===== src/rtl/pipe_stage_reg.sv =====
// -----------------------------------------------------------------------------
// pipe_stage_reg
//   Elastic pipeline register (main + one skid entry) used between pipeline
//   stages. Control and data payloads always move together as one entry.
//   in_ready is derived only from registered state and reset, so the
//   upstream handshake never sees a combinational path from out_ready.
//
// Parameters
//   DATA_W            data payload width
//   CTRL_W            control payload width
//   CLR_DATA_ON_FLUSH 1: flush zeroes data_out, 0: data_out holds on flush
//
// Ports
//   clk        in   rising-edge clock
//   reset      in   synchronous, active-low reset
//   flush      in   synchronous kill of all held entries
//   in_valid   in   upstream entry valid
//   in_ready   out  stage can take an entry this cycle
//   ctrl_in    in   upstream control payload
//   data_in    in   upstream data payload
//   out_valid  out  stage presents an entry
//   out_ready  in   downstream accepts (low = stall)
//   ctrl_out   out  control payload, forced 0 while out_valid=0
//   data_out   out  data payload of the presented entry
//   occ        out  number of held entries (0..2)
// -----------------------------------------------------------------------------
module pipe_stage_reg #(
  parameter int DATA_W            = 32,
  parameter int CTRL_W            = 9,
  parameter int CLR_DATA_ON_FLUSH = 0
) (
  input  logic              clk,
  input  logic              reset,
  input  logic              flush,
  input  logic              in_valid,
  output logic              in_ready,
  input  logic [CTRL_W-1:0] ctrl_in,
  input  logic [DATA_W-1:0] data_in,
  output logic              out_valid,
  input  logic              out_ready,
  output logic [CTRL_W-1:0] ctrl_out,
  output logic [DATA_W-1:0] data_out,
  output logic [1:0]        occ
);

  typedef struct packed {
    logic [CTRL_W-1:0] ctrl;
    logic [DATA_W-1:0] data;
  } entry_t;

  entry_t r_main;
  entry_t r_skid;
  logic   r_main_vld;
  logic   r_skid_vld;

  entry_t w_in_ent;
  logic   w_acc;
  logic   w_xfer;
  logic   w_main_free;

  assign w_in_ent    = {ctrl_in, data_in};

  // Skid full means the next entry would have nowhere to go; gating with
  // reset keeps the upstream from handing over entries while in reset.
  assign in_ready    = ~r_skid_vld & reset;
  assign w_acc       = in_valid & in_ready;
  assign w_xfer      = r_main_vld & out_ready;
  // Main can take a new entry this edge if it is empty or is being drained.
  assign w_main_free = ~r_main_vld | w_xfer;

  always_ff @(posedge clk) begin
    if (!reset) begin
      r_main     <= '0;
      r_skid     <= '0;
      r_main_vld <= 1'b0;
      r_skid_vld <= 1'b0;
    end else if (flush) begin
      // Any entry accepted this cycle is dropped along with the held ones.
      r_main_vld  <= 1'b0;
      r_skid_vld  <= 1'b0;
      r_main.ctrl <= '0;
      if (CLR_DATA_ON_FLUSH != 0)
        r_main.data <= '0;
    end else if (w_main_free) begin
      if (r_skid_vld) begin
        // Older skid entry goes first; in_ready was low so no input competes.
        r_main     <= r_skid;
        r_main_vld <= 1'b1;
        r_skid_vld <= 1'b0;
      end else if (w_acc) begin
        r_main     <= w_in_ent;
        r_main_vld <= 1'b1;
      end else begin
        // Going empty: kill control so downstream sees a bubble, keep data.
        r_main_vld  <= 1'b0;
        r_main.ctrl <= '0;
      end
    end else if (w_acc) begin
      // Main stalled and full: park the new entry in the skid slot.
      r_skid     <= w_in_ent;
      r_skid_vld <= 1'b1;
    end
  end

  assign out_valid = r_main_vld;
  assign ctrl_out  = r_main.ctrl;
  assign data_out  = r_main.data;
  // Skid is only ever filled behind a valid main entry.
  assign occ       = r_skid_vld ? 2'd2 : {1'b0, r_main_vld};

endmodule


===== config.mk =====
export PLATFORM = sky130hd
export DESIGN_NAME = pipe_stage_reg
export DESIGN_NICKNAME = d
export VERILOG_FILES = /design/src/rtl/pipe_stage_reg.sv
export SDC_FILE = /design/constraint.sdc
export NUM_CORES = 1
export LEC_CHECK = 0
export BUFFER_PORTS_ARGS = -buffer_cell sky130_fd_sc_hd__buf_2
export CAP_MARGIN = 25
export CORE_MARGIN = 1
export CORE_UTILIZATION = 53
export DETAILED_ROUTE_END_ITERATION = 6
export PLACE_DENSITY = 0.8
export SKIP_LAST_GASP = 1
export SLEW_MARGIN = 20
export SYNTH_ARGS = -nofsm -noshare
export SYNTH_HDL_FRONTEND = slang
export SYNTH_SLANG_ARGS = --single-unit

===== constraint.sdc =====
create_clock -name clk -period 2.6 [get_ports clk]
set_input_delay 0.78 -clock clk [delete_from_list [all_inputs] [get_ports clk]]
set_output_delay 0.78 -clock clk [all_outputs]
set_load 0.02 [all_outputs]

======== Yosys cells after proc, flatten, opt, wreduce, memory -nomap -nowiden ========
Index checks and enable logic that the tools add are counted.
word-level totals
  register bits ........................... 84
  latch bits .............................. 0
  bits in writable memories ............... 0
  memory bits (read-only) ................. 0
  bits of input ports ..................... 46
  output and inout bits ................... 45
  word-level logic and storage cells ...... 26
  memories ................................ 0
cells by class
  add/subtract/negate cells ............... 0
  $mul .................................... 0
  div/mod/pow operators ................... 0
  order comparisons ....................... 0
  eq/ne operators ......................... 0
  shifts and indexed selects .............. 0
  multiplexer cells ....................... 6
  bitwise gates (word level) .............. 9
  reduce and logical (&&, ||, !) cells .... 5
operators with widths
  kind               count
  $mux 41            1
  $mux 32            1
  $mux 9             1
  $reduce_and 3->1   2
  $not 1->1          5
  $and 1x1->1        3
  $reduce_or 3->1    1
  $mux 1             2
  $mux 2             1
  $reduce_bool 2->1  1
  $reduce_or 2->1    1
  $or 1x1->1         1

======== Longest topological paths before layout ========
  depth in word-level cells ............... 5
  gate-level depth with buffers ........... 6
  mapped depth without buffers ............ 3

======== Least setup slack after synthesis ========
OpenSTA, ideal clock, no wires.
  path kind ............................... input to output
  from .................................... in reset
  to ...................................... out in_ready
  arrival time ............................ 1,864 ps
  data required time ...................... 1,820 ps
  path slack .............................. -44 ps
  cell stages on the path ................. 4
  buffers on the path ..................... 3
  cell sequence ........................... buf_2 buf_1 clkbuf_1 nor2b_1
between the ends
  word-level cells in the longest chain between the ends .. 1
RTL lines
  what         line  text
  from (decl)  33    input logic reset,
  $and 1x1->1  65    assign in_ready = ~r_skid_vld & reset;
  to (decl)    36    output logic in_ready,
No other way between the ends.

======== Worst setup path in the final report ========
  from .................................... reg r_skid_vld
  to ...................................... out occ[0]
between the ends
  word-level cells in the longest chain between the ends .. 1
RTL lines
  what                    line  text
  from (decl)             54    logic r_skid_vld;
  from (signal assigned)  76    r_skid_vld <= 1'b0;
  from (signal assigned)  80    r_skid_vld <= 1'b0;
  from (signal assigned)  89    r_skid_vld <= 1'b0;
  $mux 2                  109   assign occ = r_skid_vld ? 2'd2 : {1'b0, r_main_vld};
  to (decl)               43    output logic [1:0] occ
No other way between the ends.

==> reports/results.txt <==
status: finished with violations
failing checks: design-rule violations
CTS tree: done
Lkg Pwr: 1.942 nW
Vias: 3102
largest net degree at the start of global routing: 38
vias in the first global route: 2849
fin crit share: 0.7930
hold wc startpoint: data_out[30]
Area contributors post-synth: dfxtp_1, nand2_1, mux2_2
register area share after synthesis: 0.4665
starting density of the core: 0.5581
Post-CTS Resized: 0
DR WL met3: 336 um
Max transition margin: 0.5394
core area: 0.006459 mm^2
port bufs: 90
postcts setup bufs: 0
share of layout cells above drive strength 1: 0.3130
hold_buf cts: 0
gr ovfl total: 0
worst setup path start: r_skid_vld
worst-path cell chain: nor2b_1 > buf_2
Die H: 84.47 um
CTS Buf Count: 9
Routed WL: 8048 um
CP max stage cell: dfxtp_2
critical path class: flop to output port
largest area contributor in the netlist: dfxtp_1
Inserted Diodes: 0
number of max-cap violations: 0
Min Clock Period, post-route: 2.062 ns
Routed Antenna Nets: 0
Design Area, Final: 0.004257 mm^2
Worst Path Buf+Inv: 1
Post-Synthesis Cells: 414
R2R Setup Slk: 0.76 ns
Final Hold Slack: 0.4554 ns
P per Cell Area: 585.1 mW/mm^2
antenna violations before repair: 0
number of synthesis warnings: 0
Area Growth Syn to Fin: 18.08%
clock root cell: clkbuf_8
clk slew on worst S/H paths: 0.08 ns
uppermost layer routed: met4
IO Pins: 91
Seq cells post-synth: 84
HP Class: flop to flop
VDD IR max: 371.9 uV
top-area cell type share of the netlist area: 0.4665
initial DRC count: 201
DP Area: 0.004066 mm^2
Achievable Freq: 485.0 MHz
Syn Nets: 460
Clk Latency, worst-skew pair: 0.35 ns
Setup TNS: 0 ns
Placed Cells: 554
first-pass GRT wire length: 13220 um
GRT Overall Usage: 0.2314
Worst Skew: 0.009908 ns
met2 WL: 3906 um
Unique masters post-synth: 22
per-cell routed wire length: 14.14 um
row count: 29
critical path peak fanout: 21
Initial DRT Pass Iterations: 7
crit end category: output port
DRC: 8
RR Startpoint: out_valid
Slew @ Worst Pin: 0.6894 ns
Metal-1 WL: 3642 um
Arr. time, crit path: 1.28 ns
Max Transition Viols Final: 0
Netlist Area Pre-Place: 0.003605 mm^2
Die X: 84.47 um
H-tree depth: 3
CP startpoint kind: flop
HPWL Detailed: 5350 um
family with the most delay on the worst path: flip-flops
CP max stage delay: 0.67 ns
final non-filler cell total: 569
count of final setup violators: 0
Final Hold Fails: 0
CP required: 1.82 ns
Vias/cell: 5.452
Mean Syn Cell Area: 8.707 um^2
clock sinks: 84
CTS Buffer Depth: 2
Final GP Congestion: 0.7277
RSZ-0062 raised after global routing: no
die area: 0.007135 mm^2
Final nets: 534
## final timing paths
| path | to | depth (start not counted) |
|---|---|---|
| hold / removal | data_out[30] | 2 |
| setup reg to reg | data_out[6] | 4 |
| setup / recovery | occ[0] | 2 |
| hold reg to reg | data_out[30] | 2 |
## cells by family after synthesis
kind of cell | share of synthesized area
AND/OR/NAND/NOR | 0.2072
flip-flops | 0.4665
multiplexers | 0.1888
AO/OA/AOI/OAI | 0.08157
buffers and inverters | 0.05588
## registers in the layout, indices dropped and copies added (netlist names)
name        cells
r_skid_vld      1
ctrl_out        9
data_out       32
out_valid       1
r_skid         41
## cell usage in the layout, fill, tap and decap left out
cell,n
nand2_1,105
buf_2,89
dfxtp_1,83
nand3_1,41
o21ai_0,41
mux2_2,32
mux2i_1,32
buf_4,12
nor2_1,10
nor3_1,10
clkbuf_8,10
a221oi_1,9
clkinv_2,3
nor2b_1,2
a21oi_1,2
nand2b_1,2
nor2b_2,1
or3_2,1
and3b_2,1
nor3b_2,1
and2_1,1
bufinv_16,1
clkinvlp_4,1
buf_12,1
dfxtp_2,1
## metal layers
layer | GRT usage | up-vias
met4 | 0.1002 | 0
met5 | 0 | -
met2 | 0.3815 | 75
met1 | 0.2955 | 1463
met3 | 0.04818 | 12
li1 | - | 1552
## cell type report
| class | count | area, um^2 |
|---|---|---|
| Clock inverter | 5 | 52.55 |
| Timing Repair Buffer | 102 | 555.5 |
| Tap cell | 77 | 96.34 |
| Sequential cell | 84 | 1683 |
| Multi-Input combinational cell | 291 | 1732 |
| Fill cell | 559 | 2202 |
| Clock buffer | 10 | 137.6 |
## worst register-to-register path, stage by stage (launching register included)
cell	delay, ns
dfxtp_1	0.38
nor2b_1	0.59
or3_2	0.25
buf_4	0.30
mux2i_1	0.26
## cells in the mapped netlist, drive strengths merged
library cell	number
nor2	10
mux2	32
and2	1
nor3b	1
or3	1
nand2	105
nand3	41
mux2i	32
nor2b	3
o21ai	41
clkbuf	24
dfxtp	84
buf	15
a221oi	9
nand2b	2
a21oi	2
nor3	10
and3b	1
## report_power, final
| part | internal (W) | switching (W) | total [W] |
|---|---|---|---|
| Sequential | 0.00131 | 0.0000143 | 0.00133 |
| Combinational | 0.000102 | 0.000144 | 0.000246 |
| Clock | 0.000460 | 0.000458 | 0.000918 |
| Total | 0.00187 | 0.000616 | 0.00249 |
## stage by stage
stage	setup WS, ns	util	total power [W]
6_report	0.5382	0.6590	0.002490
5_1_grt	0.4830	0.6590	0.002585
4_1_cts	0.5240	0.6590	0.002503
3_5_place_dp	0.3272	0.6296	0.001602
3_3_place_gp	0.3714	0.6296	0.001598
2_1_floorplan	0.03138	-	0.001514
Power figures use the tool's default switching activity.
